==> src/rtl/sort_pkg.sv <==
// Types and response encodings shared by the sort controller and its memory responder.
package sort_pkg;

    typedef enum logic {
        RD_IDLE,
        RD_RESP
    } rd_state_t;

    typedef enum logic [1:0] {
        WR_COLLECT,
        WR_COMMIT,
        WR_RESP
    } wr_state_t;

    localparam logic RESP_OKAY = 1'b0;
    localparam logic RESP_ERR  = 1'b1;

endpackage

==> src/rtl/sort_mem_array.sv <==
// DEPTH-word register file with one synchronous write port and two combinational
// read ports; out-of-range reads return 0 and out-of-range writes are dropped.
module sort_mem_array #(
    parameter int ADDR_WDTH = 4,
    parameter int DATA_WDTH = 32,
    parameter int DEPTH     = 10
) (
    input  logic                 clk,
    input  logic                 we_i,
    input  logic [ADDR_WDTH-1:0] waddr_i,
    input  logic [DATA_WDTH-1:0] wdata_i,
    input  logic [ADDR_WDTH-1:0] raddr_a_i,
    output logic [DATA_WDTH-1:0] rdata_a_o,
    input  logic [ADDR_WDTH-1:0] raddr_b_i,
    output logic [DATA_WDTH-1:0] rdata_b_o
);

    localparam logic [ADDR_WDTH:0] DEPTH_L = (ADDR_WDTH + 1)'(DEPTH);

    function automatic logic in_range(input logic [ADDR_WDTH-1:0] a);
        return {1'b0, a} < DEPTH_L;
    endfunction

    logic [DATA_WDTH-1:0] mem_q [DEPTH];

    // No reset: contents survive a controller reset by design.
    always_ff @(posedge clk) begin
        if (we_i && in_range(waddr_i)) begin
            mem_q[waddr_i] <= wdata_i;
        end
    end

    always_comb begin
        rdata_a_o = '0;
        rdata_b_o = '0;
        if (in_range(raddr_a_i)) rdata_a_o = mem_q[raddr_a_i];
        if (in_range(raddr_b_i)) rdata_b_o = mem_q[raddr_b_i];
    end

endmodule

==> src/rtl/sort_mem_responder.sv <==
// Memory-side AXI-lite-style responder for the sort engine: AR/R read FSM,
// AW/W/B write FSM, backdoor load with priority over commits, and a debug read port.
module sort_mem_responder
    import sort_pkg::*;
#(
    parameter int ADDR_WDTH = 4,
    parameter int DATA_WDTH = 32,
    parameter int RESP_WDTH = 1,
    parameter int DEPTH     = 10
) (
    input  logic                 clk,
    input  logic                 rst,
    input  logic                 ar_valid,
    output logic                 ar_ready,
    input  logic [ADDR_WDTH-1:0] ar_addr,
    output logic                 r_valid,
    input  logic                 r_ready,
    output logic [DATA_WDTH-1:0] r_data,
    output logic [RESP_WDTH-1:0] r_resp,
    input  logic                 aw_valid,
    output logic                 aw_ready,
    input  logic [ADDR_WDTH-1:0] aw_addr,
    input  logic                 w_valid,
    output logic                 w_ready,
    input  logic [DATA_WDTH-1:0] w_data,
    output logic                 b_valid,
    input  logic                 b_ready,
    output logic [RESP_WDTH-1:0] b_resp,
    input  logic                 ld_en,
    input  logic [ADDR_WDTH-1:0] ld_addr,
    input  logic [DATA_WDTH-1:0] ld_data,
    input  logic [ADDR_WDTH-1:0] dbg_addr,
    output logic [DATA_WDTH-1:0] dbg_data
);

    localparam logic [ADDR_WDTH:0] DEPTH_L = (ADDR_WDTH + 1)'(DEPTH);

    function automatic logic in_range(input logic [ADDR_WDTH-1:0] a);
        return {1'b0, a} < DEPTH_L;
    endfunction

    rd_state_t            rd_state_q, rd_state_d;
    logic                 ar_ready_q, ar_ready_d;
    logic                 r_valid_q,  r_valid_d;
    logic [DATA_WDTH-1:0] r_data_q,   r_data_d;
    logic [RESP_WDTH-1:0] r_resp_q,   r_resp_d;

    wr_state_t            wr_state_q, wr_state_d;
    logic                 aw_have_q,  aw_have_d;
    logic                 w_have_q,   w_have_d;
    logic [ADDR_WDTH-1:0] aw_addr_q,  aw_addr_d;
    logic [DATA_WDTH-1:0] w_data_q,   w_data_d;
    logic                 aw_ready_q, aw_ready_d;
    logic                 w_ready_q,  w_ready_d;
    logic                 b_valid_q,  b_valid_d;
    logic [RESP_WDTH-1:0] b_resp_q,   b_resp_d;

    logic                 ar_hs, r_hs, aw_hs, w_hs, b_hs;
    logic                 commit;
    logic                 mem_we;
    logic [ADDR_WDTH-1:0] mem_waddr;
    logic [DATA_WDTH-1:0] mem_wdata;
    logic [DATA_WDTH-1:0] mem_rdata;

    assign ar_hs = ar_valid && ar_ready_q;
    assign r_hs  = r_valid_q && r_ready;
    assign aw_hs = aw_valid && aw_ready_q;
    assign w_hs  = w_valid && w_ready_q;
    assign b_hs  = b_valid_q && b_ready;

    // A load owns the single write port; a pending commit waits one cycle behind it.
    assign commit    = (wr_state_q == WR_COMMIT) && !ld_en;
    assign mem_we    = ld_en || (commit && in_range(aw_addr_q));
    assign mem_waddr = ld_en ? ld_addr : aw_addr_q;
    assign mem_wdata = ld_en ? ld_data : w_data_q;

    sort_mem_array #(
        .ADDR_WDTH (ADDR_WDTH),
        .DATA_WDTH (DATA_WDTH),
        .DEPTH     (DEPTH)
    ) u_array (
        .clk       (clk),
        .we_i      (mem_we),
        .waddr_i   (mem_waddr),
        .wdata_i   (mem_wdata),
        .raddr_a_i (ar_addr),
        .rdata_a_o (mem_rdata),
        .raddr_b_i (dbg_addr),
        .rdata_b_o (dbg_data)
    );

    // Read FSM. The array read is pre-edge, so a same-cycle commit is not visible.
    always_comb begin
        rd_state_d = rd_state_q;
        r_data_d   = r_data_q;
        r_resp_d   = r_resp_q;
        case (rd_state_q)
            RD_IDLE: begin
                if (ar_hs) begin
                    rd_state_d = RD_RESP;
                    r_data_d   = mem_rdata;
                    r_resp_d   = in_range(ar_addr) ? RESP_WDTH'(RESP_OKAY) : RESP_WDTH'(RESP_ERR);
                end
            end
            RD_RESP: begin
                if (r_hs) rd_state_d = RD_IDLE;
            end
            default: rd_state_d = RD_IDLE;
        endcase
        ar_ready_d = (rd_state_d == RD_IDLE);
        r_valid_d  = (rd_state_d == RD_RESP);
    end

    // Write FSM
    always_comb begin
        wr_state_d = wr_state_q;
        aw_have_d  = aw_have_q;
        w_have_d   = w_have_q;
        aw_addr_d  = aw_addr_q;
        w_data_d   = w_data_q;
        b_resp_d   = b_resp_q;
        case (wr_state_q)
            WR_COLLECT: begin
                if (aw_hs) begin
                    aw_have_d = 1'b1;
                    aw_addr_d = aw_addr;
                end
                if (w_hs) begin
                    w_have_d = 1'b1;
                    w_data_d = w_data;
                end
                if (aw_have_d && w_have_d) wr_state_d = WR_COMMIT;
            end
            WR_COMMIT: begin
                if (commit) begin
                    wr_state_d = WR_RESP;
                    b_resp_d   = in_range(aw_addr_q) ? RESP_WDTH'(RESP_OKAY) : RESP_WDTH'(RESP_ERR);
                end
            end
            WR_RESP: begin
                if (b_hs) begin
                    aw_have_d  = 1'b0;
                    w_have_d   = 1'b0;
                    wr_state_d = WR_COLLECT;
                end
            end
            default: wr_state_d = WR_COLLECT;
        endcase
        aw_ready_d = (wr_state_d == WR_COLLECT) && !aw_have_d;
        w_ready_d  = (wr_state_d == WR_COLLECT) && !w_have_d;
        b_valid_d  = (wr_state_d == WR_RESP);
    end

    always_ff @(posedge clk) begin
        if (rst) begin
            rd_state_q <= RD_IDLE;
            ar_ready_q <= 1'b0;
            r_valid_q  <= 1'b0;
            r_data_q   <= '0;
            r_resp_q   <= '0;
            wr_state_q <= WR_COLLECT;
            aw_have_q  <= 1'b0;
            w_have_q   <= 1'b0;
            aw_addr_q  <= '0;
            w_data_q   <= '0;
            aw_ready_q <= 1'b0;
            w_ready_q  <= 1'b0;
            b_valid_q  <= 1'b0;
            b_resp_q   <= '0;
        end else begin
            rd_state_q <= rd_state_d;
            ar_ready_q <= ar_ready_d;
            r_valid_q  <= r_valid_d;
            r_data_q   <= r_data_d;
            r_resp_q   <= r_resp_d;
            wr_state_q <= wr_state_d;
            aw_have_q  <= aw_have_d;
            w_have_q   <= w_have_d;
            aw_addr_q  <= aw_addr_d;
            w_data_q   <= w_data_d;
            aw_ready_q <= aw_ready_d;
            w_ready_q  <= w_ready_d;
            b_valid_q  <= b_valid_d;
            b_resp_q   <= b_resp_d;
        end
    end

    assign ar_ready = ar_ready_q;
    assign r_valid  = r_valid_q;
    assign r_data   = r_data_q;
    assign r_resp   = r_resp_q;
    assign aw_ready = aw_ready_q;
    assign w_ready  = w_ready_q;
    assign b_valid  = b_valid_q;
    assign b_resp   = b_resp_q;

endmodule

==> config.mk <==
export PLATFORM = sky130hd
export DESIGN_NAME = sort_mem_responder
export DESIGN_NICKNAME = d
export VERILOG_FILES = /design/src/rtl/sort_pkg.sv /design/src/rtl/sort_mem_array.sv /design/src/rtl/sort_mem_responder.sv
export SDC_FILE = /design/constraint.sdc
export NUM_CORES = 1
export LEC_CHECK = 0
export CAP_MARGIN = 20
export CORE_MARGIN = 2
export CORE_UTILIZATION = 62
export CTS_CLUSTER_SIZE = 24
export DETAILED_ROUTE_END_ITERATION = 10
export PLACE_DENSITY = 0.85
export SYNTH_ARGS = -nofsm -noshare
export SYNTH_HDL_FRONTEND = slang
export SYNTH_SLANG_ARGS = --single-unit
==> constraint.sdc <==
create_clock -name clk -period 9.5 [get_ports clk]
set_clock_uncertainty 0.2 [all_clocks]
set_input_delay 1.9 -clock clk [delete_from_list [all_inputs] [get_ports clk]]
set_output_delay 1.9 -clock clk [all_outputs]
set_load 0.03 [all_outputs]
# Yosys cells after proc, flatten, opt, wreduce, memory -nomap -nowiden
# Memories as Yosys holds them, arrays and structs flattened.
# Index checks and enable logic that the tools add are counted.
# totals
regBits	79
ram_bits	320
word_cells	67
n_memories	1
# mem_list
name	words	word_bits	read_ports	rd_clocked_by_memory_dff	write_ports	line_no	rtl
u_array.mem_q	10	32	2	0	1	sort_mem_array.sv:24	logic [DATA_WDTH-1:0] mem_q [DEPTH];
# op_classes
order_cmp	4
eq_ne	3
muxes	23
bitwise	2
reduce_logical	21
# op_table
operator	n
32-bit two-way mux	3
4-bit less-than comparator (second input constant)	4
1-bit two-way mux	12
1-bit logical AND	11
2-bit AND reduction	4
2-bit two-way mux	3
1-bit case mux with 2 select lines	3
2-bit case mux with 3 select lines	1
2-bit equality test (second input constant)	2
2-bit logical NOT	2
4-bit two-way mux	1
1-bit logical NOT	3
2-bit by 1-bit equality test with 1-bit output (second input constant)	1
1-bit NOT	2
1-bit logical OR	1

# Depth between registers and ports, before layout
# logic_depth
depth_word	8
mapped_depth	7
depth_no_buf	4

# Cells and area by module
# From an unflattened synthesis, not the netlist that was laid out.
# hier_totals
cells_unflattened	1318
hier_area_um2	18417.7
# by_module_without_submodules
mod	n_inst	cells_per_inst	area_each_um2	seq_area_each_um2
sort_mem_array	1	936	15177.1	9609.2
sort_mem_responder	1	382	3240.6	1581.5

# Worst setup path before layout
# OpenSTA, ideal clock, no wires.
# synth_path
kind	input to output
startpoint	in dbg_addr[0]
endpoint	out dbg_data[0]
arrival_time_ns	3.387
t_required_ns	7.400
slack_ns	4.013
stages	6
path_buffers	4
path_cell_list	buf_2 buf_6 buf_4 buf_4 mux2i_1 o21ai_0
# synth_via
elab_chain_cells	2
# synth_rtl
element	line_no	rtl
start: declaration	sort_mem_responder.sv:32	input logic [ADDR_WDTH-1:0] dbg_addr,
memory read 10 x 32 bit or 4-bit less-than comparator (tied branches)	-	
32-bit two-way mux (*)	sort_mem_array.sv:37	if (in_range(raddr_b_i)) rdata_b_o = mem_q[raddr_b_i];
end: declaration	sort_mem_responder.sv:33	output logic [DATA_WDTH-1:0] dbg_data
# Every way passes the cells marked *; elsewhere a longest branch is shown, timed or not.

# Worst setup path in the final report
# layout_path
startpoint	in dbg_addr[2]
endpoint	out dbg_data[23]
# Same word-level chain as after synthesis.

==> impl_results.md <==
- Synth top area share: between 50 and 60%
- Max VDD drop: 0.128 mV
- H-tree levels: 2
- Unrepaired setup endpoints after global routing: false
- Mapped Avg Cell Area: 15.5 um2
- Startpoint Class: primary input
- Syn. warnings: 0
- Initial antenna violation count: 0
- Initial core utilization: between 60% and 70%
- CP delay by family, top: buffers and inverters
- Insertion delay to the later sink of the worst-skew pair: 0.54 ns
- Async SR Flop Fraction: 0%
- Ys flop type: edfxtp_1
- Largest net degree at the start of global routing: 88
- Pleak: ~0.0073 uW
- Total power: 3890 uW
- Postcts setup bufs: 0
- Endpoint class of the critical path: primary output
- CP peak stage delay: 0.72 ns
- Crit path buffers/inverters: 5
- Via Count: around 12000
- First-pass GRT wire length: 69400 um
- Routed len/inst: 27.0 um
- DR iter-0 viols: 1293
- Seq/Total Area, Yosys: 62.9%
- Slew Viols, Final: 0
- Hold Crit Class: reg2reg
- Core Region: 28500 um2
- Port Buffer Count: 158
- Post-Syn Nets: 1233
- Layout Cells excl Fill: around 1700
- Max FO, Critical Path: 24
- Core Util, Final: ~73%
- Gpl congestion: a little under 0.8
- CTS buffer count: 41
- Crit-path slowest cell: clkdlybuf4s50_1
- FP Rows: 62
- Area Overhead vs Synth: 17.2%
- CP Cell Sequence: clkdlybuf4s50_1 > buf_4 > nor2_2 > buf_4 > nand2_1 > buf_4 > o22ai_1 > clkdlybuf4s50_1
- Final Hold Viols: 0
- Final antenna-violating net count: 0
- CTS tree: yes
- I/O pins: 159
- Critical path arrival: 4.96 ns
- Vert. Die Dim: 173 um
- Vias in the first global route: between 10000 and 15000
- Post-synth EDFFs: 320
- Max-Cap Viols: 0
- Slew @ Worst Pin: 1.13 ns
- PostCTS Resize Cnt: 0
- Status: finished clean
- PwrDens: approximately 190 nW/um2
- Number of nets in the layout: 1371
- Setup TNS: 0 ns
- Synth area leaders: edfxtp_1 54%, mux4_2 11%, mux2i_1 11%
- Dpl cells: around 1600
- Clock Tree Buf Depth: 3
- Share of cells above drive strength 1: between 15 and 20%
- Die Area: between 30000 and 40000 um2
- N_diodes: 0
- Clock Sinks: approximately 400
- CP dominant cell by count: buf_4
- Die Width: around 170 um
- Unique cell type count in the Yosys netlist: 34
- Post-Syn Area: 17800 um2
- Worst slew margin: 25.0%
- Fmax: approximately 140 MHz
- Setup CP Type: in2out
- Worst path required time: 7.40 ns
- Total gr overflow: 0
- Final HPWL DP: 24400 um
- Min Clock Period, post-route: roughly 7 ns
- Yosys reg bits: roughly 400
- Root Buffer: clkbuf_16
- Post-synthesis cell count: 1145
- # DRC: 0
- Final setup fails: 0
- Yosys top cell by area: edfxtp_1
- Router iterations before antenna repair: 5
- Routed WL: 45900 um
- DR vias/cell: slightly below 7
- Clock transition at path regs: 0.06 ns
- GRT Overall Usage: between 30% and 40%
- CTS Hold Bufs: 0
- Final period util: 74.3%
[path summary, 6_finish.rpt]
kind | startpoint | to | slack, ns | cells past startpoint
worst min-delay path | w_data_q[15]$_SDFFE_PP0P_ | w_data_q[15]$_SDFFE_PP0P_ | 0.26 | 2
worst min register to register | w_data_q[15]$_SDFFE_PP0P_ | w_data_q[15]$_SDFFE_PP0P_ | 0.26 | 2
worst max register to register | r_valid$_SDFF_PP0_ | r_data[23]$_SDFFE_PP0P_ | 6.82 | 5
worst max-delay path | dbg_addr[2] | dbg_data[23] | 2.44 | 8
[final cells by class]
| cell class | count | area, um2 |
|---|---|---|
| Timing Repair Buffer | 184 | 1780 |
| Inverter | 5 | 18.8 |
| Sequential cell | 399 | 11200 |
| Fill cell | 1717 | 7600 |
| Multi-Input combinational cell | 652 | 6190 |
| Clock inverter | 14 | 66.3 |
| Tap cell | 384 | 480 |
| Clock buffer | 61 | 1140 |
[tightest hold or removal path, delay by kind of cell, from the launching register on]
kind	cells	cell delay, ns
AND/OR/NAND/NOR	1	0.05
AO/OA/AOI/OAI	1	0.05
flip-flops	1	0.31
[per-stage QoR]
stage | setup WS [ns] | hold WS (ns) | area [um2]
floorplan | 4.01 | 0.234 | 17800
global placement | 2.57 | 0.239 | 19600
detailed placement | 2.54 | 0.245 | 19600
CTS | 2.50 | 0.253 | 20900
global route | 2.36 | 0.277 | 20900
finish | 2.44 | 0.255 | 20900
[registers in the layout, summed over array words and instances, names as in the netlist]
name and cells:
u_array.mem_q 320, r_data 32, w_data_q 32, aw_addr_q 4, wr_state_q 2, ar_ready 1
aw_have_q 1, aw_ready 1, b_resp 1, b_valid 1, r_resp 1, r_valid 1
w_have_q 1, w_ready 1
[Yosys cell counts (2+ instances only)]
cell type	instances
a21oi_1	43
a22oi_1	54
a2bb2oi_1	31
a31oi_1	4
and3_1	2
buf_1	7
buf_12	2
buf_2	16
buf_4	16
buf_6	6
clkbuf_1	42
dfxtp_1	79
edfxtp_1	320
inv_1	5
mux2_2	32
mux2i_1	188
mux4_2	84
nand2_1	93
nand3_1	3
nor2_1	29
nor2b_1	7
nor3_1	2
nor3b_1	3
o21ai_0	14
o22ai_1	54
[cells by family after synthesis]
kind of cell / count (synthesis) / synth area share [%]
mux: 304 / 23.2
compound gates: 202 / 7.54
buf+inv: 94 / 2.87
flops: 399 / 62.9
simple gates: 146 / 3.48
[layer usage]
layer,part of all wire (%),wire length [um],vias up,global-route usage [%]
li1,-,-,4847,-
met1,37,17000,5815,39.7
met2,51,23500,724,52.0
met3,8.2,3760,118,4.54
met4,3.7,1690,0,12.9
met5,0,0,-,0
[power breakdown]
part           internal [uW]  leakage [uW]  switching (uW)  total [uW]
registers               1950       0.00358            25.4        1980
clock network            833      0.000592             638        1470
logic                    185       0.00314             259         444
total                   2970       0.00731             923        3890
[layout by cell type (no fill, tap or decap), types with 2 or more instances in the layout]
cell             instances
edfxtp_1               320
mux2i_1                188
clkdlybuf4s50_1        152
nand2_1                 93
mux4_2                  84
dfxtp_1                 79
a22oi_1                 54
o22ai_1                 54
a21oi_1                 43
clkbuf_16               43
mux2_2                  32
a2bb2oi_1               31
buf_4                   24
nor2_1                  18
clkbuf_1                18
o21ai_0                 14
nor2_4                  10
clkinv_2                 7
clkinv_1                 6
nor2b_1                  5
inv_1                    5
a31oi_1                  4
buf_2                    4
nor3b_1                  3
nor2b_2                  2
nor3_1                   2
nand3_1                  2
buf_6                    2
Power figures use the tool's default switching activity.
